### src/rtl/ods_multilane_drain_if.sv
// Handshake bundle between the drain unit, the accumulator stream and the lanes.
// master drives words in and takes beats out; slave is the drain itself.
interface ods_multilane_drain_if #(
    parameter int IO_DATA_WIDTH      = 16,
    parameter int ACCUMULATION_WIDTH = 32,
    parameter int NB_LANES           = 3
);
    logic                              in_valid;
    logic                              in_ready;
    logic [ACCUMULATION_WIDTH-1:0]     in_data;
    logic                              in_last;
    logic                              out_valid;
    logic                              out_ready;
    logic [NB_LANES*IO_DATA_WIDTH-1:0] out_data;
    logic [NB_LANES-1:0]               out_mask;

    modport master (
        output in_valid, in_data, in_last, out_ready,
        input  in_ready, out_valid, out_data, out_mask
    );

    modport slave (
        input  in_valid, in_data, in_last, out_ready,
        output in_ready, out_valid, out_data, out_mask
    );
endinterface

### src/rtl/ods_multilane_drain.sv
// Output drain: quantise, buffer and pack NB_LANES words per beat onto the lanes.
// Define ODS_ROUND_NEAREST_EN for round-half-away-from-zero instead of floor.
module ods_multilane_drain #(
    parameter int IO_DATA_WIDTH      = 16,
    parameter int ACCUMULATION_WIDTH = 32,
    parameter int NB_LANES           = 3,
    parameter int DEPTH              = 16,
    parameter int FRAC_SHIFT         = 0
) (
    input  logic        clk,
    input  logic        arst_n_in,
    ods_multilane_drain_if.slave bus,
    output logic        driving_cons,
    output logic [15:0] sat_count,
    input  logic        clear_stats,
    output logic        busy
);
    localparam int IW = IO_DATA_WIDTH;
    localparam int AW = ACCUMULATION_WIDTH;
    localparam int SW = AW + 1;
    localparam int PW = $clog2(DEPTH);

    localparam logic [PW:0] LANES   = (PW+1)'(NB_LANES);
    localparam logic [PW:0] DEPTH_W = (PW+1)'(DEPTH);
    localparam logic signed [SW-1:0] QMAX = {{(SW-IW+1){1'b0}}, {(IW-1){1'b1}}};
    localparam logic signed [SW-1:0] QMIN = {{(SW-IW+1){1'b1}}, {(IW-1){1'b0}}};

    typedef enum logic {FILL, FLUSH} state_t;

    state_t state_q, state_nx;

    logic signed [SW-1:0] ext, biased, shifted;
    logic                 sat_hi, sat_lo;
    logic [IW-1:0]        q;

    assign ext = {bus.in_data[AW-1], bus.in_data};

`ifdef ODS_ROUND_NEAREST_EN
    localparam logic [SW-1:0] HALF = ({{(SW-1){1'b0}}, 1'b1} << FRAC_SHIFT) >> 1;
    logic [SW-1:0] bias;
    // Negative inputs take one less so exact halves still round away from zero.
    assign bias   = (bus.in_data[AW-1] && FRAC_SHIFT > 0) ? HALF - 1'b1 : HALF;
    assign biased = ext + bias;
`else
    assign biased = ext;
`endif

    assign shifted = biased >>> FRAC_SHIFT;
    assign sat_hi  = shifted > QMAX;
    assign sat_lo  = shifted < QMIN;
    assign q       = sat_hi ? QMAX[IW-1:0] :
                     sat_lo ? QMIN[IW-1:0] : shifted[IW-1:0];

    logic [IW-1:0] mem [DEPTH];
    logic [PW:0]   wr_q, rd_q, wr_nx, rd_nx;
    logic [PW:0]   cnt, cnt_nx, n_cur, n_nx;
    logic          push, pop, ov_q, ov_nx;
    logic [NB_LANES*IW-1:0] data_q, data_nx;
    logic [NB_LANES-1:0]    mask_q, mask_nx;
    logic [15:0]   sat_q;

    assign cnt    = wr_q - rd_q;
    assign n_cur  = (cnt < LANES) ? cnt : LANES;
    assign push   = bus.in_valid & bus.in_ready;
    assign pop    = ov_q & bus.out_ready;
    assign wr_nx  = wr_q + {{PW{1'b0}}, push};
    assign rd_nx  = rd_q + (pop ? n_cur : '0);
    assign cnt_nx = wr_nx - rd_nx;
    assign n_nx   = (cnt_nx < LANES) ? cnt_nx : LANES;

    assign bus.in_ready = arst_n_in & (cnt < DEPTH_W) & (state_q == FILL);

    always_comb begin
        state_nx = state_q;
        unique case (state_q)
            FILL:  if (push && bus.in_last) state_nx = FLUSH;
            FLUSH: if (pop && cnt_nx == '0) state_nx = FILL;
        endcase
    end

    assign ov_nx = (cnt_nx >= LANES) | ((state_nx == FLUSH) & (cnt_nx != '0));

    // Beat is built from next-cycle FIFO state; a word written this edge is forwarded.
    always_comb begin
        logic [PW-1:0] idx;
        idx     = '0;
        data_nx = '0;
        mask_nx = '0;
        for (int i = 0; i < NB_LANES; i++) begin
            idx = rd_nx[PW-1:0] + PW'(i);
            if (ov_nx && ((PW+1)'(i) < n_nx)) begin
                mask_nx[i] = 1'b1;
                data_nx[i*IW +: IW] = (push && idx == wr_q[PW-1:0]) ? q : mem[idx];
            end
        end
    end

    always_ff @(posedge clk) begin
        if (push) mem[wr_q[PW-1:0]] <= q;
    end

    always_ff @(posedge clk or negedge arst_n_in) begin
        if (!arst_n_in) begin
            state_q <= FILL;
            wr_q    <= '0;
            rd_q    <= '0;
            ov_q    <= 1'b0;
            data_q  <= '0;
            mask_q  <= '0;
            sat_q   <= '0;
        end else begin
            state_q <= state_nx;
            wr_q    <= wr_nx;
            rd_q    <= rd_nx;
            ov_q    <= ov_nx;
            data_q  <= data_nx;
            mask_q  <= mask_nx;
            if (clear_stats)
                sat_q <= '0;
            else if (push && (sat_hi || sat_lo) && sat_q != 16'hFFFF)
                sat_q <= sat_q + 16'd1;
        end
    end

    assign bus.out_valid = ov_q;
    assign bus.out_data  = data_q;
    assign bus.out_mask  = mask_q;
    assign driving_cons  = ov_q;
    assign sat_count     = sat_q;
    assign busy          = (cnt != '0) | (state_q == FLUSH);
endmodule

### src/flat_wrapper.sv
// flat-port wrapper written by rule: the top's interface ports become plain ports
module ods_multilane_drain_flat 
#(
    parameter int IO_DATA_WIDTH      = 16,
    parameter int ACCUMULATION_WIDTH = 32,
    parameter int NB_LANES           = 3,
    parameter int DEPTH              = 16,
    parameter int FRAC_SHIFT         = 0
)
  (clk, arst_n_in, driving_cons, sat_count, clear_stats, busy, bus_in_valid, bus_in_data, bus_in_last, bus_out_ready, bus_in_ready, bus_out_valid, bus_out_data, bus_out_mask);
  ods_multilane_drain_if #(.IO_DATA_WIDTH(IO_DATA_WIDTH), .ACCUMULATION_WIDTH(ACCUMULATION_WIDTH), .NB_LANES(NB_LANES)) bus_i ();
  input  logic clk;
  input  logic arst_n_in;
  output logic driving_cons;
  output logic [15:0] sat_count;
  input  logic clear_stats;
  output logic busy;
  input wire logic [$bits(bus_i.in_valid)-1:0] bus_in_valid;
  input wire logic [$bits(bus_i.in_data)-1:0] bus_in_data;
  input wire logic [$bits(bus_i.in_last)-1:0] bus_in_last;
  input wire logic [$bits(bus_i.out_ready)-1:0] bus_out_ready;
  output wire logic [$bits(bus_i.in_ready)-1:0] bus_in_ready;
  output wire logic [$bits(bus_i.out_valid)-1:0] bus_out_valid;
  output wire logic [$bits(bus_i.out_data)-1:0] bus_out_data;
  output wire logic [$bits(bus_i.out_mask)-1:0] bus_out_mask;
  assign bus_i.in_valid = bus_in_valid;
  assign bus_i.in_data = bus_in_data;
  assign bus_i.in_last = bus_in_last;
  assign bus_i.out_ready = bus_out_ready;
  assign bus_in_ready = bus_i.in_ready;
  assign bus_out_valid = bus_i.out_valid;
  assign bus_out_data = bus_i.out_data;
  assign bus_out_mask = bus_i.out_mask;
  ods_multilane_drain #(.IO_DATA_WIDTH(IO_DATA_WIDTH), .ACCUMULATION_WIDTH(ACCUMULATION_WIDTH), .NB_LANES(NB_LANES), .DEPTH(DEPTH), .FRAC_SHIFT(FRAC_SHIFT)) u_core (.clk(clk), .arst_n_in(arst_n_in), .bus(bus_i), .driving_cons(driving_cons), .sat_count(sat_count), .clear_stats(clear_stats), .busy(busy));
endmodule
### config.mk
export PLATFORM = sky130hd
export DESIGN_NAME = ods_multilane_drain_flat
export DESIGN_NICKNAME = d
export VERILOG_FILES = /design/src/rtl/ods_multilane_drain_if.sv /design/src/rtl/ods_multilane_drain.sv /design/src/flat_wrapper.sv
export SDC_FILE = /design/constraint.sdc
export NUM_CORES = 1
export LEC_CHECK = 0
export CORE_AREA = 4 4 354 182
export DETAILED_ROUTE_END_ITERATION = 10
export DIE_AREA = 0 0 358 186
export SYNTH_ARGS = -nofsm -noshare
export SYNTH_HDL_FRONTEND = slang
export SYNTH_SLANG_ARGS = --single-unit
### constraint.sdc
create_clock -name clk -period 5.79 [get_ports clk]
set_input_delay 1.4475 -clock clk [delete_from_list [all_inputs] [get_ports clk]]
set_output_delay 1.4475 -clock clk [all_outputs]
set_load 0.03 [all_outputs]
# Yosys cells after proc, flatten, opt, wreduce, memory -nomap -nowiden

Memory sizes are Yosys's and may differ from the RTL's.
Cells that the tools add are included.

Flip-flop bits (word level): 79
Memory bits (writable): 256
Bits of input ports: 38
Output and inout port bits: 71
Logic and storage cells: 72
Memories: 1

Add/sub/neg operators: 7
Order comparisons: 9
Eq/ne operators: 4
Mux-type cells: 21
Bitwise gates (word level): 8
Reductions and logical operators: 15

Memory list:

| memory     | depth | bits a word | rd ports | clocked after Yosys merged registers in | write ports | line                      | source |
|---|---|---|---|---|---|---|---|
| u_core.mem | 16    | 16          | 3        | 0                                       | 1           | ods_multilane_drain.sv:54 | `logic [IW-1:0] mem [DEPTH];` |

Operators with widths:

| kind                                                              | number |
|---|---|
| 2-to-1 mux 16 bit                                                 | 10 |
| > comparator 32 x 16 -> 1 bit, second input constant              | 1 |
| < comparator 32 x 16 -> 1 bit, second input constant              | 1 |
| adder 16 x 1 -> 16 bit, second input constant                     | 1 |
| inequality test 16 bit, second input constant                     | 1 |
| 2-to-1 mux 5 bit                                                  | 3 |
| equality test 4 bit                                               | 3 |
| logical AND 1 bit                                                 | 10 |
| < comparator 1 x 5 -> 1 bit, first input constant                 | 2 |
| < comparator 5 x 2 -> 1 bit, second input constant                | 2 |
| nonzero test 5 bit                                                | 2 |
| subtractor 5 bit                                                  | 2 |
| 2-to-1 mux 1 bit                                                  | 7 |
| adder 5 x 1 -> 5 bit                                              | 1 |
| adder 5 bit                                                       | 1 |
| bitwise AND 1 bit                                                 | 5 |
| greater-or-equal comparator 5 x 2 -> 1 bit, second input constant | 1 |
| logical NOT 5 bit                                                 | 1 |
| < comparator 2 x 5 -> 1 bit, first input constant                 | 1 |
| < comparator 5 bit, second input constant                         | 1 |
| adder 4 x 1 -> 4 bit, second input constant                       | 1 |
| adder 4 x 2 -> 4 bit, second input constant                       | 1 |
| OR 1 bit                                                          | 2 |
| case mux 1 bit (2 select lines)                                   | 1 |
| 3 further kinds                                                   | 3 |

# Depth between registers and ports, before layout

Gate-level depths: netlist of the first run.

Depth after elaboration: 15
Depth in mapped cells: 25
Gate-level depth less buffers: 21

# Worst setup path after synthesis of the first run

No wires, ideal clock.

Path kind: register -> register
Start: register u_core.wr_q[0]
End: register u_core.data_q[38] (netlist: u_core.bus.out_data[38])
Setup time: 129 ps
Data arrival time: 5167 ps
Data required time: 5661 ps
Path slack: 494 ps
Cell stages (with the launch flop): 23
Path buffers: 3
Period minus slack after synthesis: 5296 ps
Cells stage by stage: dfrtp_1 > clkbuf_1 > inv_1 > ha_1 > inv_1 > fa_1 > a21o_1 > a21o_1 > xor2_1 > nor2_1 > a21oi_1 > ha_1 > fa_1 > clkinv_1 > buf_1 > fa_1 > a21oi_1 > nor2_1 > maj3_1 > xnor2_4 > nor3_2 > buf_4 > a211oi_1

Elaborated cells on any way between the ends: 31
Classes of those cells: add/sub: 5; order compare: 5; eq/ne: 1; mux: 8; bitwise: 5; reduce/logical: 6; memory: 1

RTL lines:

| element                                                  | line                       | source |
|---|---|---|
| start, declared                                          | ods_multilane_drain.sv:55  | `logic [PW:0] wr_q, rd_q, wr_nx, rd_nx;` |
| start signal, assigned                                   | ods_multilane_drain.sv:113 | `wr_q <= wr_nx;` |
| subtractor 5 bit (*)                                     | ods_multilane_drain.sv:62  | `assign cnt = wr_q - rd_q;` |
| < comparator 5 x 2 -> 1 bit                              | ods_multilane_drain.sv:63  | `assign n_cur = (cnt < LANES) ? cnt : LANES;` |
| 2-to-1 mux 5 bit (*)                                     | ods_multilane_drain.sv:63  |  |
| 2-to-1 mux 5 bit (*)                                     | ods_multilane_drain.sv:67  | `assign rd_nx = rd_q + (pop ? n_cur : '0);` |
| adder 5 bit (*)                                          | ods_multilane_drain.sv:67  |  |
| via u_core.rd_nx[1]                                      | ods_multilane_drain.sv:55  |  |
| branches (longest 8 deep; another with subtractor 5 bit) | --                         |  |
| 2-to-1 mux 16 bit (*)                                    | ods_multilane_drain.sv:91  | `if (ov_nx && ((PW+1)'(i) < n_nx)) begin` |
| via u_core.data_nx[38]                                   | ods_multilane_drain.sv:58  | `logic [NB_LANES*IW-1:0] data_q, data_nx;` |
| end signal, assigned                                     | ods_multilane_drain.sv:116 | `data_q <= data_nx;` |
| end, declared                                            | ods_multilane_drain.sv:58  |  |

Mark *: on every way through the listed nets, which the timed path passes.
A chain may end at the register's enable or synchronous reset.

# Worst setup path after layout of the first run

Start: register u_core.wr_q[0]
End: register u_core.data_q[33] (netlist: u_core.bus.out_data[33])

The elaborated chain is that of the path after synthesis.

==> reports/qor_table.md, run 1 <==
| Quantity | Value | Unit |
|---|---|---|
| Leading cell type in the layout, fill and taps excluded | sky130_fd_sc_hd__edfxtp_1 | - |
| Core area | 60900 | µm² |
| Diodes inserted | 0 | - |
| Horizontal die dimension | 358 | µm |
| TritonCTS clock tree | built | - |
| Area of the multi-input gates | 8120 | µm² |
| Quantity of I/O buffers inserted on ports | 108 | - |
| Maximum clock insertion buffer count | 3 | - |
| Final core utilization | 36.0 | % |
| Maximum fanout count along the critical path | 15 | - |
| Critical path startpoint category | register | - |
| Clock sink count | 335 | - |
| Clk Latency, worst-skew pair | 0.55 | ns |
| Nature of the critical path endpoint | register | - |
| Largest net degree at the start of global routing | 123 | - |
| Post-detailed-route wirelength per cell | 25.3 | µm |
| Final clock skew | 0.0235 | ns |
| Via-to-Cell Ratio | 5.61 | - |
| Gate Count Post-Synth | 1343 | - |
| Average instance area after synthesis | 13.6 | µm² |
| Via count of the first global-routing pass | 12900 | - |
| Worst hold-check path type | reg2reg | - |
| Count of distinct cell types in the synthesized netlist | 71 | - |
| HPWL reported at the end of detailed placement | 38.1 | mm |
| Area of the die | 66600 | µm² |
| Clock transition at the registers of the reported paths | 0.06 | ns |
| Setup repair after global routing missed its margin | no | - |
| WP data arrival | 5.80 | ns |
| Inserted Clock Buffers | 37 | - |
| Buffer type at the clock tree root | sky130_fd_sc_hd__clkbuf_16 | - |
| Final RePlAce weighted congestion | 0.893 | - |
| Result of the run | complete, no violations | - |
| Num ports | 109 | - |
| Required time of the critical path | 6.18 | ns |
| Starting density of the core | 30.0 | % |
| Detailed-router iteration count before antenna repair | 5 | - |
| Number of enable flip-flop cells after synthesis | 256 | - |
| Maximum single-stage delay on the critical path | 0.66 | ns |
| Number of gates resized after CTS | 0 | - |
| Highest clock rate | 185 | MHz |
| Commonest cells after routing, fill and taps aside | sky130_fd_sc_hd__edfxtp_1 (256), sky130_fd_sc_hd__mux4_2 (114), sky130_fd_sc_hd__mux2i_1 (111) | - |
| Net count, final | 1524 | - |
| Final critical path time including I/O delays and setup | 5.41 | ns |
| Aggregate negative setup slack | 0 | ns |
| Global-route wire length before repair | 86.4 | mm |
| Layout-stage area growth over the synthesis result | 20.0 | % |
| Die height | 186 | µm |
| Sequential element share of the synthesized area | 53.0 | % |
| CTS HTree Levels | 2 | - |
| Ordered cell list for the critical path | inv_1 > ha_1 > inv_1 > fa_1 > a21o_1 > a21o_1 > xor2_1 > nor2_1 > a21oi_1 > ha_4 > fa_1 > ha_1 > xnor2_2 > xnor2_2 > buf_4 > mux2_2 > o22ai_1 > nor3_1 > a211oi_1 | - |
| Max Transition Viols Final | 0 | - |
| Count of nets left with antenna violations after detail routing | 0 | - |
| Drt drc | 0 | - |
| Slew HR | 30.6 | % |
| Fillers | 5831 | - |
| Total of endpoints with negative setup slack in the final report | 0 | - |
| Antenna violations before repair | 0 | - |
| Fin. Hold Viols | 0 | - |
| Sequential cell area in the final layout | 9660 | µm² |
| Total Routed Length | 58.7 | mm |
| Hold-fix buffers at CTS | 0 | - |
| Kind of critical path | reg2reg | - |
| Number of buffers added for setup after CTS | 0 | - |
| DR iter-0 viols | 1474 | - |
| Synthesized cell area | 18200 | µm² |
| # rows | 64 | - |
| Share of flip-flops with an asynchronous set or reset | 23.6 | % |
| Maximum capacitance violations | 0 | - |
| Predominant post-synthesis flop cell | sky130_fd_sc_hd__edfxtp_1 | - |
| Flip-flop and latch count after synthesis | 335 | - |
| Warning count from the yosys run | 0 | - |
| CP max-delay cell | sky130_fd_sc_hd__xnor2_2 | - |
| Remaining Overflow, GRT | 0 | - |
| Layout cell share with drive strength beyond 1 | 22.4 | % |
| Via total after detailed routing | 13000 | - |
| Final critical-path share of the clock period | 93.4 | % |
| Worst Tran Pin Value | 1.04 | ns |
| Overall track demand over capacity in global routing | 17.5 | % |
synthesized netlist by cell type, drive strengths merged (8+ instances only):
cell    number  share of area, %
mux4       114                14
buf         56               1.7
and3         8              0.27
dfrtp       79                11
a21oi       51               1.5
nand4        8              0.27
nand3       33               1.0
xor2        17              0.82
o21ai       48               1.3
mux2        49               3.0
ha          15               1.0
clkbuf      39              0.80
a211oi      44               1.9
a221oi       9              0.43
xnor2       20               1.3
nor3        32              0.91
edfxtp     256                42
nand2       84               1.8
o211ai       8              0.33
nor2       111               2.3
inv         31              0.64
o22ai       27              0.93
mux2i      111               6.1
cells by family (layout without fill, tap and decap cells):
logic type / Yosys count / count (layout) / synth area share (%)
AO/OA/AOI/OAI: 236 / 236 / 8.82
XOR/XNOR: 40 / 40 / 2.52
adder cells (fa/ha/maj): 19 / 19 / 1.41
buffers and inverters: 127 / 280 / 3.16
flip-flops: 335 / 335 / 53.0
multiplexers: 274 / 274 / 23.2
other: 1 / 2 / 0.0206
AND/OR/NAND/NOR: 311 / 311 / 7.93
cell type report:
cell class,instances,share of cell area (%)
sequential,335,44.1
multi-input combinational,882,37.1
timing repair buffer,180,7.62
clock buffer,54,4.89
tap,825,4.71
clock inverter,14,1.01
inverter,32,0.549
sequential cells by signal, indices dropped and copies added, names as in the netlist:
signal / flops
u_core.mem: 256
u_core.wr_q: 5
u_core.rd_q: 5
u_core.state_q: 1
u_core.sat_count: 16
u_core.bus.out_data: 48
u_core.bus.out_mask: 3
u_core.bus.out_valid: 1
worst max-delay path, delay by kind of cell, from the launching register on:
kind                     cells  cell delay, ns
flip-flops                   1            0.37
XOR/XNOR                     3            1.10
adder cells (fa/ha/maj)      5            1.62
buffers and inverters        3            0.51
multiplexers                 1            0.36
AO/OA/AOI/OAI                5            1.11
AND/OR/NAND/NOR              2            0.16
through the flow:
step	cells	setup WS, ns	instance area, µm²	hold slack, ns
global route	2322	0.123	21900	0.582
finish	2322	0.384	21900	0.553
CTS	2322	0.398	21900	0.555
detailed placement	2254	0.283	20600	0.528
floorplan	1344	0.494	18300	0.498
global placement	2254	0.287	20600	0.527
worst paths after layout:
kind,from,to,slack (ns),cells after the start
worst min-delay path,u_core.wr_q[4],u_core.wr_q[4],0.55,1
worst min register to register,u_core.wr_q[4],u_core.wr_q[4],0.55,1
min in group asynchronous,arst_n_in,u_core.bus.out_data[40],1.00,2
worst max-delay path,u_core.wr_q[0],u_core.bus.out_data[33],0.38,19
max in group asynchronous,arst_n_in,u_core.bus.out_data[47],3.63,3
worst max register to register,u_core.wr_q[0],u_core.bus.out_data[33],0.38,19
metal layers:
layer	vias to the layer above	share of wire (%)	global-route usage, %
met5	-	0	0
met4	0	2.8	5.15
met3	109	10	3.81
met2	685	45	27.3
met1	6696	42	24.6
li1	5533	-	-
Power of run 1 is left out: the tool's default activity adds up to more than one toggle a clock period on the data nets, which glitch-free logic cannot reach.
==> run 2, diff against run 1 <==
SETUP_SLACK_MARGIN = 0.15   (was default)
clock period = 6.8 ns   (was 5.79 ns; I/O delays follow)
==> run 2 against run 1 <==
  * Critical path depth is 1 higher
  * Worst setup slack better by 0.58 ns
  * Clock skew is 0.012 ns higher
  * Wire length is 3.7% lower
  * Via count is 1.6% lower
  * Flip-flop and latch count stayed put
  * Maximum frequency is 7.3% lower
  * Hold slack worse by 0.019 ns
  * Final cell count is 0.86% lower
  * Cell area is 1.2% lower
  * Die area stayed put
  * Sequential share of layout area is 0.55 points higher
  * Highest routed layer unchanged
==> reports/qor_table.md, run 2 (synthesized netlist as in run 1, its figures left out) <==
| Quantity | Value | Unit |
|---|---|---|
| Result of the run | complete, no violations | - |
| Setup repair after global routing missed its margin | no | - |
| Final clock skew | 0.0358 | ns |
| Net count, final | 1507 | - |
| DR iter-0 viols | 1467 | - |
| Maximum capacitance violations | 0 | - |
| Total Routed Length | 56.5 | mm |
| # rows | 64 | - |
| Num ports | 109 | - |
| Number of standard cells in the layout, taps in and fillers out | 2302 | - |
| Clock transition at the registers of the reported paths | 0.06 | ns |
| Maximum clock insertion buffer count | 3 | - |
| Wl on met1 | 24.7 | mm |
| Nature of the critical path endpoint | register | - |
| Aggregate negative setup slack | 0 | ns |
| Remaining Overflow, GRT | 0 | - |
| WP data arrival | 6.26 | ns |
| Worst hold-check path type | reg2reg | - |
| Largest net degree at the start of global routing | 114 | - |
| Max reg flops | 256 | - |
| Standard cell area after detailed placement | 20500 | µm² |
| Clk Latency, worst-skew pair | 0.55 | ns |
| Uppermost layer routed | met4 | - |
| Layout-stage area growth over the synthesis result | 18.5 | % |
| Slew HR | 18.6 | % |
| Kind of critical path | reg2reg | - |
| Max Transition Viols Final | 0 | - |
| Antenna violations before repair | 0 | - |
| Quantity of I/O buffers inserted on ports | 108 | - |
| Fin. Hold Viols | 0 | - |
| Maximum single-stage delay on the critical path | 0.94 | ns |
| Overall track demand over capacity in global routing | 16.7 | % |
| Final RePlAce weighted congestion | 0.869 | - |
| Hold slack final | 0.534 | ns |
| Critical path startpoint category | register | - |
| CP max-delay cell | sky130_fd_sc_hd__xnor2_2 | - |
| Horizontal die dimension | 358 | µm |
| Detail Route met2 WL | 25.5 | mm |
| Global-route wire length before repair | 82.7 | mm |
| Maximum fanout count along the critical path | 24 | - |
| Starting density of the core | 30.0 | % |
| Hold-fix buffers at CTS | 0 | - |
| Met3 Wirelength | 4.65 | mm |
| Worst Tran Pin Value | 1.22 | ns |
| Post-Layout Inst Area | 21600 | µm² |
| Ordered cell list for the critical path | inv_1 > ha_1 > inv_1 > fa_1 > a21o_1 > a21o_1 > xor2_1 > nor3_1 > nor2_1 > fa_1 > xnor2_4 > inv_2 > ha_1 > xnor2_2 > xnor2_2 > buf_4 > mux2_2 > o22ai_1 > nor3_1 > a211oi_1 | - |
| Final critical path time including I/O delays and setup | 5.83 | ns |
| Clock sink count | 335 | - |
| Final critical-path share of the clock period | 85.8 | % |
| Via total after detailed routing | 12800 | - |
| Layout cell share with drive strength beyond 1 | 21.1 | % |
| Leading cell type in the layout, fill and taps excluded | sky130_fd_sc_hd__edfxtp_1 | - |
| Commonest cells after routing, fill and taps aside | sky130_fd_sc_hd__edfxtp_1 (256), sky130_fd_sc_hd__mux4_2 (114), sky130_fd_sc_hd__mux2i_1 (111) | - |
| Die height | 186 | µm |
| Core area | 60900 | µm² |
| Inserted Clock Buffers | 36 | - |
| Number of gates resized after CTS | 0 | - |
| HPWL reported at the end of detailed placement | 35.9 | mm |
| CTS HTree Levels | 2 | - |
| Number of buffers added for setup after CTS | 0 | - |
| Detailed-router iteration count before antenna repair | 5 | - |
| Via count of the first global-routing pass | 12500 | - |
| Total of endpoints with negative setup slack in the final report | 0 | - |
| Buffer type at the clock tree root | sky130_fd_sc_hd__clkbuf_16 | - |
| Count of nets left with antenna violations after detail routing | 0 | - |
| Highest clock rate | 171 | MHz |
| Drt drc | 0 | - |
| TritonCTS clock tree | built | - |
| Area of the die | 66600 | µm² |
| Diodes inserted | 0 | - |
| Via-to-Cell Ratio | 5.56 | - |
| Post-detailed-route wirelength per cell | 24.5 | µm |
| Number of cells after detailed placement | 2238 | - |
| Required time of the critical path | 7.23 | ns |
-- run 2: area by class of cell --
| type | count | area [µm²] |
|---|---|---|
| Fill cell | 5863 | 39200 |
| Multi-Input combinational cell | 882 | 8160 |
| Clock buffer | 50 | 983 |
| Inverter | 32 | 120 |
| Timing Repair Buffer | 164 | 1520 |
| Clock inverter | 14 | 136 |
| Sequential cell | 335 | 9660 |
| Tap cell | 825 | 1030 |
-- run 2: metal layers --
layer,up-vias,GRT usage [%]
met5,-,0
met4,0,5.33
met3,111,3.03
met2,601,25.9
met1,6609,23.8
li1,5488,-
-- run 2: path summary, 6_finish.rpt --
check | start | end | cells after the start | slack [ns]
max reg2reg | u_core.wr_q[0] | u_core.bus.out_data[35] | 20 | 0.97
min in group asynchronous | arst_n_in | u_core.bus.out_valid | 2 | 1.26
max | u_core.wr_q[0] | u_core.bus.out_data[35] | 20 | 0.97
max in group asynchronous | arst_n_in | u_core.bus.out_data[10] | 3 | 4.41
min reg2reg | u_core.wr_q[4] | u_core.wr_q[4] | 1 | 0.53
min | u_core.wr_q[4] | u_core.wr_q[4] | 1 | 0.53
-- run 2: critical path, delay by kind of cell (launching register included) --
| kind | cells | cell delay [ns] |
|---|---|---|
| AOI/OAI and AO/OA | 4 | 0.77 |
| xor gates and xnor gates | 4 | 1.53 |
| buffers and inverters | 4 | 0.73 |
| muxes | 1 | 0.38 |
| DFF | 1 | 0.52 |
| adders and majority gates | 4 | 1.31 |
| and+or+nand+nor | 3 | 0.46 |
-- run 2: stage by stage --
step                setup slack, ns  utilization [%]
CTS                           0.971             35.5
floorplan                      1.50                -
detailed placement            0.802             33.7
global placement              0.822             33.7
global route                  0.608             35.5
finish                        0.969             35.5
Power of run 2 is left out for the same reason.
==> run 3, diff against run 2 <==
CTS_CLUSTER_SIZE = 12   (was default)
==> run 3 against run 2 <==
  * Clock-buffer cell count increased by 7
  * Largest cell class unchanged
  * Via count increased by 0.37%
  * Critical path type unchanged
  * Non-clock buffer count unchanged
  * Critical endpoint unchanged
==> reports/qor_table.md, run 3 (synthesized netlist as in run 1, its figures left out) <==
| Quantity | Value | Unit |
|---|---|---|
| Result of the run | complete, no violations | - |
| TritonCTS clock tree | built | - |
| Die height | 186 | µm |
| Diodes inserted | 0 | - |
| Aggregate negative setup slack | 0 | ns |
| Count of nets left with antenna violations after detail routing | 0 | - |
| Highest clock rate | 172 | MHz |
| Detailed-router iteration count before antenna repair | 5 | - |
| HPWL reported at the end of detailed placement | 35.9 | mm |
| Worst Tran Pin Value | 1.19 | ns |
| Via-to-Cell Ratio | 5.58 | - |
| Clock sink count | 335 | - |
| Min-delay src | u_core.wr_q[4] | - |
| CTS HTree Levels | 2 | - |
| Buffer type at the clock tree root | sky130_fd_sc_hd__clkbuf_16 | - |
| Total of endpoints with negative setup slack in the final report | 0 | - |
| Drt drc | 0 | - |
| Critical path startpoint category | register | - |
| Maximum fanout count along the critical path | 24 | - |
| Via count of the first global-routing pass | 12600 | - |
| Fin. Hold Viols | 0 | - |
| Net count, final | 1508 | - |
| # rows | 64 | - |
| Final critical path time including I/O delays and setup | 5.83 | ns |
| Flop2flop setup slack | 0.97 | ns |
| Slew HR | 20.4 | % |
| Number of gates resized after CTS | 0 | - |
| Required time of the critical path | 7.23 | ns |
| Commonest cells after routing, fill and taps aside | sky130_fd_sc_hd__edfxtp_1 (256), sky130_fd_sc_hd__mux4_2 (114), sky130_fd_sc_hd__mux2i_1 (111) | - |
| WP data arrival | 6.26 | ns |
| Quantity of I/O buffers inserted on ports | 108 | - |
| Setup repair after global routing missed its margin | no | - |
| Critical Path Start | u_core.wr_q[0] | - |
| Global-route wire length before repair | 82.7 | mm |
| Maximum capacitance violations | 0 | - |
| Kind of critical path | reg2reg | - |
| Layout cell share with drive strength beyond 1 | 21.3 | % |
| Nature of the critical path endpoint | register | - |
| Max reg flops | 256 | - |
| Layout-stage area growth over the synthesis result | 19.0 | % |
| Hold-fix buffers at CTS | 0 | - |
| Maximum clock insertion buffer count | 3 | - |
| Starting density of the core | 30.0 | % |
| Area of the die | 66600 | µm² |
| Overall track demand over capacity in global routing | 16.7 | % |
| Inserted Clock Buffers | 37 | - |
| Remaining Overflow, GRT | 0 | - |
| Core area | 60900 | µm² |
| Clk Latency, worst-skew pair | 0.55 | ns |
| Via total after detailed routing | 12900 | - |
| Total Routed Length | 56.6 | mm |
| Max Transition Viols Final | 0 | - |
| Horizontal die dimension | 358 | µm |
| DR iter-0 viols | 1502 | - |
| Worst reg2reg startpoint | u_core.wr_q[0] | - |
| Worst hold-check path type | reg2reg | - |
| Final RePlAce weighted congestion | 0.869 | - |
| Leading cell type in the layout, fill and taps excluded | sky130_fd_sc_hd__edfxtp_1 | - |
| Hold slack final | 0.534 | ns |
| Clock transition at the registers of the reported paths | 0.06 | ns |
| Final clock skew | 0.0290 | ns |
| Post-detailed-route wirelength per cell | 24.6 | µm |
| Number of buffers added for setup after CTS | 0 | - |
| Final core utilization | 35.7 | % |
| Largest net degree at the start of global routing | 114 | - |
| Num ports | 109 | - |
| Antenna violations before repair | 0 | - |
| Final critical-path share of the clock period | 85.7 | % |
run 3: changes by cell type in the layout (fill, tap and decap cells not counted), sizes merged:
cell      previous run  this run
clkbuf              50        57
clkinv              10         8
clkinvlp             2         1
run 3: area by class of cell:
| cell class | count | area, µm² |
|---|---|---|
| tap | 825 | 1030 |
| clock buffer | 57 | 1080 |
| clock inverter | 11 | 131 |
| sequential | 335 | 9660 |
| inverter | 32 | 120 |
| multi-input combinational | 882 | 8160 |
| fill | 5858 | 39100 |
| timing repair buffer | 164 | 1520 |
run 3: worst paths after layout:
| kind | end | cells past startpoint |
|---|---|---|
| min in group asynchronous | u_core.bus.out_valid | 2 |
| hold reg to reg | u_core.wr_q[4] | 1 |
| max in group asynchronous | u_core.bus.out_data[47] | 3 |
| setup reg to reg | u_core.bus.out_data[35] | 20 |
| setup / recovery | u_core.bus.out_data[35] | 20 |
| hold / removal | u_core.wr_q[4] | 1 |
run 3: stage by stage:
step / area (µm²) / cells / setup WS, ns
after CTS: 21700 / 2306 / 0.979
final: 21700 / 2306 / 0.971
after floorplan: 18300 / 1344 / 1.50
after detailed placement: 20500 / 2238 / 0.802
after global placement: 20500 / 2238 / 0.822
after global routing: 21700 / 2306 / 0.607
run 3: metal layers:
metal,routed length [µm],track usage [%],vias up
met4,1770,5.72,0
met3,4450,2.85,112
met2,25600,25.9,613
li1,-,-,5494
met5,0,0,-
met1,24800,23.9,6637
run 3: worst max-delay path: stages (launching register included):
cell and delay, ns:
sky130_fd_sc_hd__dfrtp_1 0.53, sky130_fd_sc_hd__inv_1 0.15, sky130_fd_sc_hd__ha_1 0.15, sky130_fd_sc_hd__inv_1 0.06
sky130_fd_sc_hd__fa_1 0.41, sky130_fd_sc_hd__a21o_1 0.17, sky130_fd_sc_hd__a21o_1 0.20, sky130_fd_sc_hd__xor2_1 0.21
sky130_fd_sc_hd__nor3_1 0.27, sky130_fd_sc_hd__nor2_1 0.13, sky130_fd_sc_hd__fa_1 0.52, sky130_fd_sc_hd__xnor2_4 0.21
sky130_fd_sc_hd__inv_2 0.05, sky130_fd_sc_hd__ha_1 0.24, sky130_fd_sc_hd__xnor2_2 0.17, sky130_fd_sc_hd__xnor2_2 0.91
sky130_fd_sc_hd__buf_4 0.47, sky130_fd_sc_hd__mux2_2 0.38, sky130_fd_sc_hd__o22ai_1 0.14, sky130_fd_sc_hd__nor3_1 0.06
sky130_fd_sc_hd__a211oi_1 0.26
Power of run 3 is left out for the same reason.
